==> config.mk <==
export PLATFORM = sky130hd
export DESIGN_NAME = axi_grid_mni_w_order
export DESIGN_NICKNAME = d
export VERILOG_FILES = /design/src/rtl/axi_grid_mni_w_order.sv
export SDC_FILE = /design/constraint.sdc
export NUM_CORES = 1
export LEC_CHECK = 0
export ABC_AREA = 0
export BUFFER_PORTS_ARGS = -buffer_cell sky130_fd_sc_hd__buf_4
export CAP_MARGIN = 20
export CORE_ASPECT_RATIO = 0.7
export CORE_UTILIZATION = 30
export DETAILED_ROUTE_END_ITERATION = 7
export PLACE_DENSITY = 0.58
export SLEW_MARGIN = 20
export SYNTH_ARGS = -nofsm -noshare
export SYNTH_HDL_FRONTEND = slang
export SYNTH_SLANG_ARGS = --single-unit
==> constraint.sdc <==
create_clock -name clk_i -period 4 [get_ports clk_i]
set_input_delay 0.2 -clock clk_i [delete_from_list [all_inputs] [get_ports clk_i]]
set_output_delay 0.2 -clock clk_i [all_outputs]
set_load 0.05 [all_outputs]
==> src/rtl/axi_grid_mni_w_order.sv <==
// Orders grid AW/W traffic for the MNI: AW headers queue in arrival order, W beats pass only for the oldest issued AW.
// AW: one cycle registered; W: zero-cycle combinational gate; non-matching W sources stall (never dropped).
module axi_grid_mni_w_order #(
    parameter int SRC_W = 4,
    parameter int AWP_W = 64,
    parameter int WP_W  = 72,
    parameter int DEPTH = 4
) (
    input  logic             clk_i,
    input  logic             rst_i,
    input  logic             s_aw_valid_i,
    output logic             s_aw_ready_o,
    input  logic [SRC_W-1:0] s_aw_src_i,
    input  logic [7:0]       s_aw_len_i,
    input  logic [AWP_W-1:0] s_aw_pl_i,
    input  logic             s_w_valid_i,
    output logic             s_w_ready_o,
    input  logic [SRC_W-1:0] s_w_src_i,
    input  logic             s_w_last_i,
    input  logic [WP_W-1:0]  s_w_pl_i,
    output logic             m_aw_valid_o,
    input  logic             m_aw_ready_i,
    output logic [SRC_W-1:0] m_aw_src_o,
    output logic [7:0]       m_aw_len_o,
    output logic [AWP_W-1:0] m_aw_pl_o,
    output logic             m_w_valid_o,
    input  logic             m_w_ready_i,
    output logic [WP_W-1:0]  m_w_pl_o,
    output logic             m_w_last_o,
    output logic             err_o
);
    localparam int PW = $clog2(DEPTH);

    logic [PW:0]        tail_q, tail_d, iss_q, iss_d, head_q, head_d;
    logic [7:0]         beat_q, beat_d;
    logic               err_q, err_d;
    logic [DEPTH-1:0]   issued_q, issued_d;
    logic [SRC_W-1:0]   src_q [DEPTH];
    logic [7:0]         len_q [DEPTH];
    logic [AWP_W-1:0]   pl_q  [DEPTH];

    logic [PW-1:0]      tail_idx, iss_idx, head_idx;
    logic               full, head_vld, match;
    logic               aw_push, aw_iss, w_fire;

    assign tail_idx = tail_q[PW-1:0];
    assign iss_idx  = iss_q[PW-1:0];
    assign head_idx = head_q[PW-1:0];

    // Full when the wrap bits differ but the indices coincide.
    assign full     = (tail_q[PW] != head_q[PW]) && (tail_idx == head_idx);
    assign head_vld = (head_q != tail_q);
    assign match    = head_vld && issued_q[head_idx] && (s_w_src_i == src_q[head_idx]);

    assign s_aw_ready_o = !full;
    assign m_aw_valid_o = (iss_q != tail_q);
    assign m_aw_src_o   = src_q[iss_idx];
    assign m_aw_len_o   = len_q[iss_idx];
    assign m_aw_pl_o    = pl_q[iss_idx];

    assign m_w_valid_o  = s_w_valid_i && match;
    assign s_w_ready_o  = m_w_ready_i && match;
    assign m_w_pl_o     = s_w_pl_i;
    assign m_w_last_o   = head_vld && (beat_q == len_q[head_idx]);
    assign err_o        = err_q;

    assign aw_push = s_aw_valid_i && s_aw_ready_o;
    assign aw_iss  = m_aw_valid_o && m_aw_ready_i;
    assign w_fire  = m_w_valid_o && m_w_ready_i;

    always_comb begin
        tail_d   = tail_q;
        iss_d    = iss_q;
        head_d   = head_q;
        beat_d   = beat_q;
        err_d    = err_q;
        issued_d = issued_q;
        if (aw_push) begin
            tail_d             = tail_q + 1'b1;
            issued_d[tail_idx] = 1'b0;
        end
        if (aw_iss) begin
            iss_d             = iss_q + 1'b1;
            issued_d[iss_idx] = 1'b1;
        end
        if (w_fire) begin
            if (s_w_last_i != m_w_last_o) err_d = 1'b1;
            if (m_w_last_o) begin
                beat_d = 8'd0;
                head_d = head_q + 1'b1;
            end else begin
                beat_d = beat_q + 8'd1;
            end
        end
    end

    always_ff @(posedge clk_i) begin
        if (rst_i) begin
            tail_q   <= '0;
            iss_q    <= '0;
            head_q   <= '0;
            beat_q   <= '0;
            err_q    <= 1'b0;
            issued_q <= '0;
        end else begin
            tail_q   <= tail_d;
            iss_q    <= iss_d;
            head_q   <= head_d;
            beat_q   <= beat_d;
            err_q    <= err_d;
            issued_q <= issued_d;
        end
    end

    // Entry payloads need no reset: the issued bit and pointers qualify them.
    always_ff @(posedge clk_i) begin
        if (aw_push) begin
            src_q[tail_idx] <= s_aw_src_i;
            len_q[tail_idx] <= s_aw_len_i;
            pl_q[tail_idx]  <= s_aw_pl_i;
        end
    end
endmodule

Yosys cells after proc, flatten, opt, wreduce, memory -nomap -nowiden
Memories as Yosys holds them, arrays and structs flattened. A register that Yosys moved wholly into a read port is not among the register bits. Cells that the tools add are included.

Word-level logic and storage cells: 63. Bits of input ports: 159. Memories: 3. Flip-flop bits (word level): 22. Output and inout port bits: 154. RAM bits: 304.

Add/sub/neg operators: 4. Bitwise logic cells: 3. Magnitude comparators: 5. Multiplexer cells: 21. Eq/ne operators: 7. Reduce and logical (&&, ||, !) cells: 14.

Memory list: pl_q (words 4, width 64, read ports 1, clocked after Yosys merged registers in 1, wr ports 1, RTL line 40) `logic [AWP_W-1:0] pl_q [DEPTH];`; len_q (words 4, width 8, read ports 2, clocked after Yosys merged registers in 2, wr ports 1, RTL line 39) `logic [7:0] len_q [DEPTH];`; src_q (words 4, width 4, read ports 2, clocked after Yosys merged registers in 2, wr ports 1, RTL line 38) `logic [SRC_W-1:0] src_q [DEPTH];`.

Operator list (count): 2-to-1 mux 2 bit (10); logical AND 1 bit (11); adder 3 x 1 -> 3 bit, second input constant (3); less-than comparator 2 x 3 -> 1 bit, second input constant (3); adder 8 x 1 -> 8 bit, second input constant (1); == test 8 bit (1); 2-to-1 mux 4 bit (2); 2-to-1 mux 8 bit (1); != test 3 bit (2); 2-to-1 mux 1 bit (5); AND 4 bit (1); demux 1 bit (select 2 bit) (2); == test 4 bit (1); greater-or-equal comparator 2 x 1 -> 1 bit, second input constant (2); NOT 4 bit (1); bitwise OR 4 bit (1); AND reduction 2 bit (2); binary-select mux 1 bit (select 2 bit) (1); == test 2 bit (1); != test 1 bit (2); zero test 1 bit (1).

Depth between registers and ports, before layout
Gate-level depths: netlist (run 1).

Word-level depth: 9. Mapped depth: 10. Depth with buffers taken out: 7.

Worst setup path before layout (run 1)
OpenSTA, ideal clock, no wires.

Path type: register -> register. Start: register tail_q[0]. End: memory len_q[3][0], enable pin. Clock period less this slack: 3514 ps. Required time: 3570 ps. Path slack: 486 ps. Cell stages (with the launch flop): 8. Setup time: 430 ps. Path buffers: 1. Arrival time: 3084 ps. Cell sequence: dfxtp_1 > xor2_1 > nor2_1 > nand2_1 > and2_1 > clkbuf_1 > nand2_1 > inv_1.

Cells in the longest elaborated chain, start to end: 6.

RTL lines: start: declaration (RTL line 34) `logic [PW:0] tail_q, tail_d, iss_q, iss_d, head_q, head_d;`; start signal: assignment (RTL line 106) `tail_q <= tail_d;`; == test 2 bit (RTL line 51) `assign full = (tail_q[PW] != head_q[PW]) && (tail_idx == head_idx);`; logical AND 1 bit (RTL line 51); zero test 1 bit (RTL line 55) `assign s_aw_ready_o = !full;`; via s_aw_ready_o (RTL line 12) `output logic s_aw_ready_o,`; logical AND 1 bit (RTL line 67) `assign aw_push = s_aw_valid_i && s_aw_ready_o;`; 2-to-1 mux 1 bit (RTL line 117) `if (aw_push) begin`; 2-to-1 mux 1 bit (implied by the code) (RTL line 119) `len_q[tail_idx] <= s_aw_len_i;`; end: declaration (RTL line 39).

The timed path passes the listed nets, and every way through them passes these cells.

==> results.txt, run 1 <==
clock skew - 13.9 ps
port bufs - 168
Final Util - 38.2%
first-pass GRT wire length - 42,000 um
die width - 253 um
clock buffer depth - 3
GPL Wtd Cong - 0.731
Core Footprint - 43,600 um2
Final Routed Wirelength - 28,000 um
Setup Crit Path Kind - flip-flop to output pin
FILL cells - 3,978
synthesized cell area - 13,300 um2
io pins - 313
CP Launch Type - flip-flop
largest net degree at the start of global routing - 48
Tcrit/Tclk final - 79.9%
setup bufs post-CTS - 0
Tmin final - 3200 ps
commonest non-fill, non-tap cells in the layout - edfxtp_1, buf_4, mux4_2
Avg Cell Area, Syn - 19.7 um2
Sw Pwr - 2.79 mW
gr usage total - 12.4%
synth unique cells - 39
Rows - 64
Clock Tree Root - clkbuf_16
Final Cell Area - 16,700 um2
DIE AREA - 45,100 um2
DRC - 0
Hold Crit Class - primary input to flip-flop
PD cells - 566 nW/um2
Avg WL per Cell - 18.9 um
sequential element share of the synthesized area - 72.7%
Combinational Power Share - 22.4%
Crit path arrival time - 3000 ps
Net Sw Frac - 29.6%
detailed placement HPWL - 17,100 um
Total Neg Setup Slack - 0 ps
post-synthesis register bit count - 330
Syn. warnings - 0
WL met3 - 1650 um
Inserted Clock Buffers - 35
met1 WL - 12,900 um
layout cell share with drive strength beyond 1 - 36.2%
Setup WS pre-CTS - 1110 ps
Max Freq - 313 MHz
DR vias - 6,651
relative slew slack - 42.3%
Flop pwr share - 43.3%
GRT overflow - 0
P&R area growth vs syn - 25.5%
fin nets - 1,033
number of routed nets with antenna violations - 0
Max FO, Critical Path - 14
P_leak - 5.58 nW
Clock Power Share - 34.3%
Initial Utilization - 30.4%
status - complete, no violations
most common cell after layout, fill and taps aside - edfxtp_1
P_int - 6.64 mW
iteration-0 DRC count of the detailed router - 310
CTS H-tree depth - 2
# hold bufs at CTS - 76
RSZ-0062 raised after global routing - false
CTS tree - built
Gate Count Post-Synth - 675
DR vias/cell - 4.49
vias in the first global route - 6,964
hold slack - 29.3 ps
maxcap violations - 0
final hold violations - 0
clock slew at reported path FFs - 60 ps
clk_lat worst skew - 520 ps
WL met2 - 13,000 um
Req. time, crit path - 3800 ps
DRT Pass-1 Iters - 4
initial antenna violation count - 0
post-route setup slack - 804 ps
highest metal used - met4
Setup crit end kind - output pin
VDD IR max - 0.387 mV
Slew Limit Fails - 0
Least-Margin Pin Slew - 865 ps
CTS sink count - 330
Ant. Diodes - 0
DIE HEIGHT - 178 um
post_cts resized - 0
syn_nets - 844
placed inst area - 14,800 um2
final setup vio count - 0
## critical path, cell delays in order (launching register included)
cell     delay [ps]
dfxtp_1         780
mux4_2          600
xnor2_1         250
nand3_1         110
or3_4           450
inv_1            80
buf_4           190
## power by group through the flow
stage	Combinational (mW)	Clock [mW]	Sequential, mW
floorplan	1.68	0	4.07
CTS	2.15	3.33	4.09
finish	2.11	3.23	4.08
global placement	2.08	0	4.16
global route	2.22	3.45	4.10
detailed placement	2.08	0	4.16
## cell type report
class                           count  area (um2)  area share (%)
Clock buffer                       41         898            5.39
Timing Repair Buffer              253        2160            13.0
Multi-Input combinational cell    230        2900            17.4
Clock inverter                     19         235            1.41
Tap cell                          594         743            4.46
Sequential cell                   330        9660            58.0
Inverter                           14        62.6           0.376
## metrics by stage
| stage | instances | power, mW |
|---|---|---|
| 5_1_grt | 1481 | 9.78 |
| 2_1_floorplan | 675 | 5.75 |
| 3_5_place_dp | 1345 | 6.24 |
| 4_1_cts | 1481 | 9.57 |
| 3_3_place_gp | 1345 | 6.24 |
| 6_report | 1481 | 9.42 |
## cell usage after synthesis
cell      instances  share of area (%)
mux2_2            2               0.17
or3_4             1              0.085
xor2_1            9               0.59
or3_1             3               0.14
nand2_1          17               0.48
mux2i_1           7               0.53
nor4_1            4               0.19
nor4bb_1          1              0.075
nor3_1           12               0.45
or3b_1            1              0.066
nor2b_1           2              0.094
mux2_4            1               0.11
buf_2             4               0.15
mux4_2           84                 14
o31ai_1           1              0.057
buf_1            11               0.31
and3_1            2              0.094
buf_4            72                4.1
nand3_1          11               0.41
edfxtp_1        304                 69
and2_1            2              0.094
nand4_1           3               0.14
mux4_1            1               0.20
o21ai_0           3               0.11
xnor2_2           1               0.12
nor3b_1           1              0.057
nor2_1           17               0.48
o21ai_1           2              0.075
buf_6             1              0.085
a221o_1           1              0.075
clkbuf_1         12               0.34
dfxtp_1          26                3.9
a21oi_1           9               0.34
buf_8             1               0.11
inv_1            14               0.40
a22oi_1           3               0.17
a31oi_1           2              0.094
ha_1             10               0.94
xnor2_1          17                1.1
## final timing paths
path                                        startpoint                      to  slack [ps]  cells after the start
worst min register to register  issued_q[3]$_SDFF_PP0_  issued_q[3]$_SDFF_PP0_         470                      2
worst max register to register               flip-flop  head_q[2]$_SDFFE_PP0P_        1130                      6
worst max-delay path                         flip-flop              m_w_last_o         800                      6
worst min-delay path                             rst_i  tail_q[0]$_SDFFE_PP0P_          30                      2
## metal layers
layer | GRT usage (%) | vias to the layer above
met5 | 0 | -
met4 | 3.11 | 0
met3 | 3.50 | 40
met2 | 19.4 | 186
met1 | 16.9 | 3430
li1 | - | 2995
## flip-flops by register name, indices dropped and copies added, names as in the netlist, named ones only
name,count
pl_q,256
len_q,32
src_q,16
beat_q,8
issued_q,4
head_q,3
iss_q,3
tail_q,3
err_o,1
## cell families after synthesis
kind of cell | after synthesis | synth area share [%]
adders and majority gates | 10 | 0.943
xor gates and xnor gates | 27 | 1.84
and+or+nand+nor | 77 | 2.87
muxes | 95 | 15.3
buffers and inverters | 115 | 5.47
DFF | 330 | 72.7
AOI/OAI and AO/OA | 21 | 0.924
Note: power is estimated with default switching activity, not from simulation.
==> run 2, diff against run 1 <==
--- a/config.mk
+++ b/config.mk
@@ -5,13 +5,13 @@
 export SDC_FILE = /design/constraint.sdc
 export NUM_CORES = 1
 export LEC_CHECK = 0
-export ABC_AREA = 0
+export ABC_AREA = 1
 export BUFFER_PORTS_ARGS = -buffer_cell sky130_fd_sc_hd__buf_4
 export CAP_MARGIN = 20
 export CORE_ASPECT_RATIO = 0.7
 export CORE_UTILIZATION = 30
 export DETAILED_ROUTE_END_ITERATION = 7
-export PLACE_DENSITY = 0.58
+export PLACE_DENSITY = 0.59
 export SLEW_MARGIN = 20
 export SYNTH_ARGS = -nofsm -noshare
 export SYNTH_HDL_FRONTEND = slang
==> constraint.sdc (replaced) <==
create_clock -name clk_i -period 2.73 [get_ports clk_i]
set_input_delay 0.1365 -clock clk_i [delete_from_list [all_inputs] [get_ports clk_i]]
set_output_delay 0.1365 -clock clk_i [all_outputs]
set_load 0.05 [all_outputs]
==> run 2 against run 1 <==
Against the previous run:
- wire length increased by 24%
- worst setup slack got worse by 610 ps
- die area increased by 4.7%
- flip-flop and latch count unchanged
- critical path depth increased by 2
- register-to-register slack got worse by 610 ps
- non-clock buffer count increased by 11
- via count increased by 39%
- first-iteration DRC count increased by 110%
- combinational power increased by 74%
- synthesized area increased by 4.7%
- hold slack improved by 58 ps
- critical endpoint unchanged
==> results.txt, run 2 <==
Clock Tree Root - clkbuf_16 (unchanged)
Crit Reg-Reg Endpoint - pl_q[3][49]$_DFFE_PP_ (was head_q[2]$_SDFFE_PP0P_)
Req. time, crit path - 2590 ps (was 3800 ps)
DRT Pass-1 Iters - 5 (was 4)
CTS tree - built (unchanged)
P_leak - 6.23 nW (was 5.58 nW)
Hold Crit Class - primary input to flip-flop (unchanged)
register area - 9660 um2 (about the same)
Inserted Clock Buffers - 35 (unchanged)
maxcap violations - 0 (unchanged)
post-synthesis register bit count - 330 (unchanged)
gr usage total - 14.5% (was 12.4%)
vias in the first global route - 9,080 (was 6,964)
Crit path arrival time - 2400 ps (was 3000 ps)
Setup Crit Path Kind - flip-flop to output pin (unchanged)
Total Neg Setup Slack - 0 ps (unchanged)
Sw Pwr - 4.64 mW (was 2.79 mW)
R2R depth - 9 (was 6)
Crit Reg-Reg Startpoint - head_q[1]$_SDFFE_PP0P_
Core Footprint - 45,400 um2 (was 43,600 um2)
largest reg by FF count - pl_q (unchanged)
Least-Margin Pin Slew - 693 ps (was 865 ps)
Setup WS pre-CTS - 544 ps (was 1110 ps)
layout cell share with drive strength beyond 1 - 20.1% (was 36.2%)
Post-synth EDFFs - 304 (unchanged)
post-route setup slack - 195 ps (was 804 ps)
total power - 14.4 mW (was 9.42 mW)
Max FO, Critical Path - 18 (was 14)
Max Freq - 394 MHz
DR vias/cell - 4.69 (was 4.49)
Slew Limit Fails - 0 (unchanged)
clock slew at reported path FFs - 60 ps (about the same)
Avg WL per Cell - 17.5 um (was 18.9 um)
Net Sw Frac - 32.3% (was 29.6%)
Slowest-stage cell, CP - dfxtp_2 (was dfxtp_1)
RSZ-0062 raised after global routing - false (unchanged)
Top cell by count, worst path - nand3_1
DRC - 0 (unchanged)
number of routed nets with antenna violations - 0 (unchanged)
area of the multi-input gates - 3290 um2 (was 2900 um2)
P_int - 9.71 mW (was 6.64 mW)
Async S/R FF share, synth - 0% (unchanged)
Avg Cell Area, Syn - 11.8 um2 (was 19.7 um2)
CP endpoint - m_w_last_o (unchanged)
clock skew - 32.1 ps (was 13.9 ps)
final hold violations - 0 (unchanged)
Tcrit/Tclk final - 92.9%
fin nets - 1,514 (was 1,033)
Tmin final - 2540 ps
reg2reg setup slack - 520 ps (was 1130 ps)
die width - 259 um (was 253 um)
hold path depth - 5 (was 2)
Flop pwr share - 40.7% (was 43.3%)
final setup vio count - 0 (unchanged)
crit-path cells - buf_4, nand2_1, nand3_1, nand3_1, nand2_1, nand3_1, nor4_1, buf_4 (was mux4_2, xnor2_1, nand3_1, or3_4, inv_1, buf_4)
most frequent cell after synthesis - edfxtp_1 (unchanged)
VDD IR max - 0.662 mV (was 0.387 mV)
synthesized cell area - 13,900 um2 (was 13,300 um2)
Syn. warnings - 0 (unchanged)
largest net degree at the start of global routing - 153 (was 48)
Setup crit end kind - output pin (unchanged)
setup bufs post-CTS - 0 (unchanged)
PD cells - 827 nW/um2 (was 566 nW/um2)
DIE AREA - 47,200 um2 (was 45,100 um2)
CP Launch Type - flip-flop (unchanged)
Max stage delay on crit path - 430 ps (was 780 ps)
CTS H-tree depth - 2 (unchanged)
clk_lat worst skew - 530 ps (was 520 ps)
most frequent cells after synthesis - edfxtp_1, nor2_1, o21ai_0 (was edfxtp_1, mux4_2, buf_4)
hold slack - 86.8 ps (was 29.3 ps)
Gate Count Post-Synth - 1,175 (was 675)
detailed placement HPWL - 20,200 um (was 17,100 um)
status - complete, no violations (unchanged)
Combinational Power Share - 25.6% (was 22.4%)
relative slew slack - 53.8% (was 42.3%)
GPL Wtd Cong - 0.871 (was 0.731)
Final Routed Wirelength - 34,600 um (was 28,000 um)
commonest non-fill, non-tap cells in the layout - edfxtp_1, buf_4, nor2_1 (was edfxtp_1, buf_4, mux4_2)
FILL cells - 4,399 (was 3,978)
Clock Power Share - 33.6% (was 34.3%)
post-synth top area cell - edfxtp_1 (unchanged)
Initial Utilization - 30.6% (was 30.4%)
synth unique cells - 31 (was 39)
Rows - 65 (was 64)
largest registers - pl_q x256, len_q x32, src_q x16 (unchanged)
dominant cells by area after synthesis - edfxtp_1, o21ai_0, nor2_1 (was edfxtp_1, mux4_2, buf_4)
DIE HEIGHT - 182 um (was 178 um)
syn_nets - 1,344 (was 844)
most common cell after layout, fill and taps aside - edfxtp_1 (unchanged)
port bufs - 168 (unchanged)
Synth Flop Type - edfxtp_1 (unchanged)
clock buffer depth - 3 (unchanged)
post-synth top area share - 65.7% (was 68.8%)
first-pass GRT wire length - 52,900 um (was 42,000 um)
Largest register FFs - 256 (unchanged)
GRT overflow - 0 (unchanged)
CTS sink count - 330 (unchanged)
sequential element share of the synthesized area - 69.4% (was 72.7%)
initial antenna violation count - 2 (was 0)
iteration-0 DRC count of the detailed router - 639 (was 310)
P&R area growth vs syn - 24.8% (was 25.5%)
io pins - 313 (unchanged)
DR vias - 9,256 (was 6,651)
run 2: cell count changes after synthesis, moves of 36 or more:
cell / delta
o21ai_0: +161
clkbuf_1: +36
mux4_2: -84
o22ai_1: +76
nor2_1: +153
nand2_1: +130
run 2: layer usage:
metal  vias to the layer above  global-route usage [%]  part of all wire (%)
li1                       4465                       -                     -
met1                      4466                    19.8                    47
met2                       250                    22.8                    45
met3                        73                    3.17                   5.6
met4                         2                    4.31                   2.1
met5                         -                       0                 0.040
run 2: per-stage QoR:
step                std cells  cell area [um2]  utilization (%)
floorplan                1175            13900                -
global placement         1832            15400             33.9
detailed placement       1832            15400             33.9
CTS                      1974            17400             38.2
global route             1975            17400             38.2
finish                   1975            17400             38.2
run 2: power groups by stage:
| stage | Sequential (mW) | Combinational [mW] | Clock (mW) |
|---|---|---|---|
| floorplan | 5.94 | 2.64 | 0 |
| global placement | 5.95 | 3.59 | 0 |
| detailed placement | 5.95 | 3.62 | 0 |
| CTS | 5.85 | 3.73 | 4.98 |
| global route | 5.87 | 3.92 | 5.17 |
| finish | 5.85 | 3.68 | 4.83 |
run 2: timing repair:
| item | in CTS | in global routing |
|---|---|---|
| endpoints found under the setup margin | 0 | 3 |
| endpoints found under the hold margin | 317 | 0 |
| hold buffers | 79 | 0 |
| resized for setup | 0 | 2 |
run 2: logic make-up after synthesis:
kind of cell | Yosys count | synth area share [%]
buf+inv | 177 | 7.12
simple gates | 392 | 12.1
compound gates | 260 | 10.1
fa+ha+maj | 10 | 0.900
flops | 330 | 69.4
xor+xnor | 6 | 0.378
run 2: how the worst min path moves through the flow:
stage,from,endpoint,slack [ps]
floorplan,s_aw_len_i[0],len_q[0][0]$_DFFE_PP_,240
global placement,s_w_pl_i[16],m_w_pl_o[16],270
detailed placement,s_w_pl_i[16],m_w_pl_o[16],270
CTS,s_w_valid_i,head_q[2]$_SDFFE_PP0P_,50
global route,s_w_valid_i,beat_q[5]$_SDFFE_PP0P_,90
finish,s_w_valid_i,head_q[2]$_SDFFE_PP0P_,90
run 2: final cells by class:
cell class | instances | area share, %
Sequential cell | 330 | 55.7
Multi-Input combinational cell | 668 | 18.9
Tap cell | 603 | 4.35
Timing Repair Buffer | 264 | 13.3
Inverter | 46 | 1.07
Clock inverter | 20 | 1.35
Clock buffer | 43 | 5.34
Antenna cell | 1 | 0.0144
run 2: worst max-delay path: cells and delay by family, from the launching register on:
family	cells	cell delay, ps
flip-flops	1	430
AND/OR/NAND/NOR	6	900
buffers and inverters	2	540
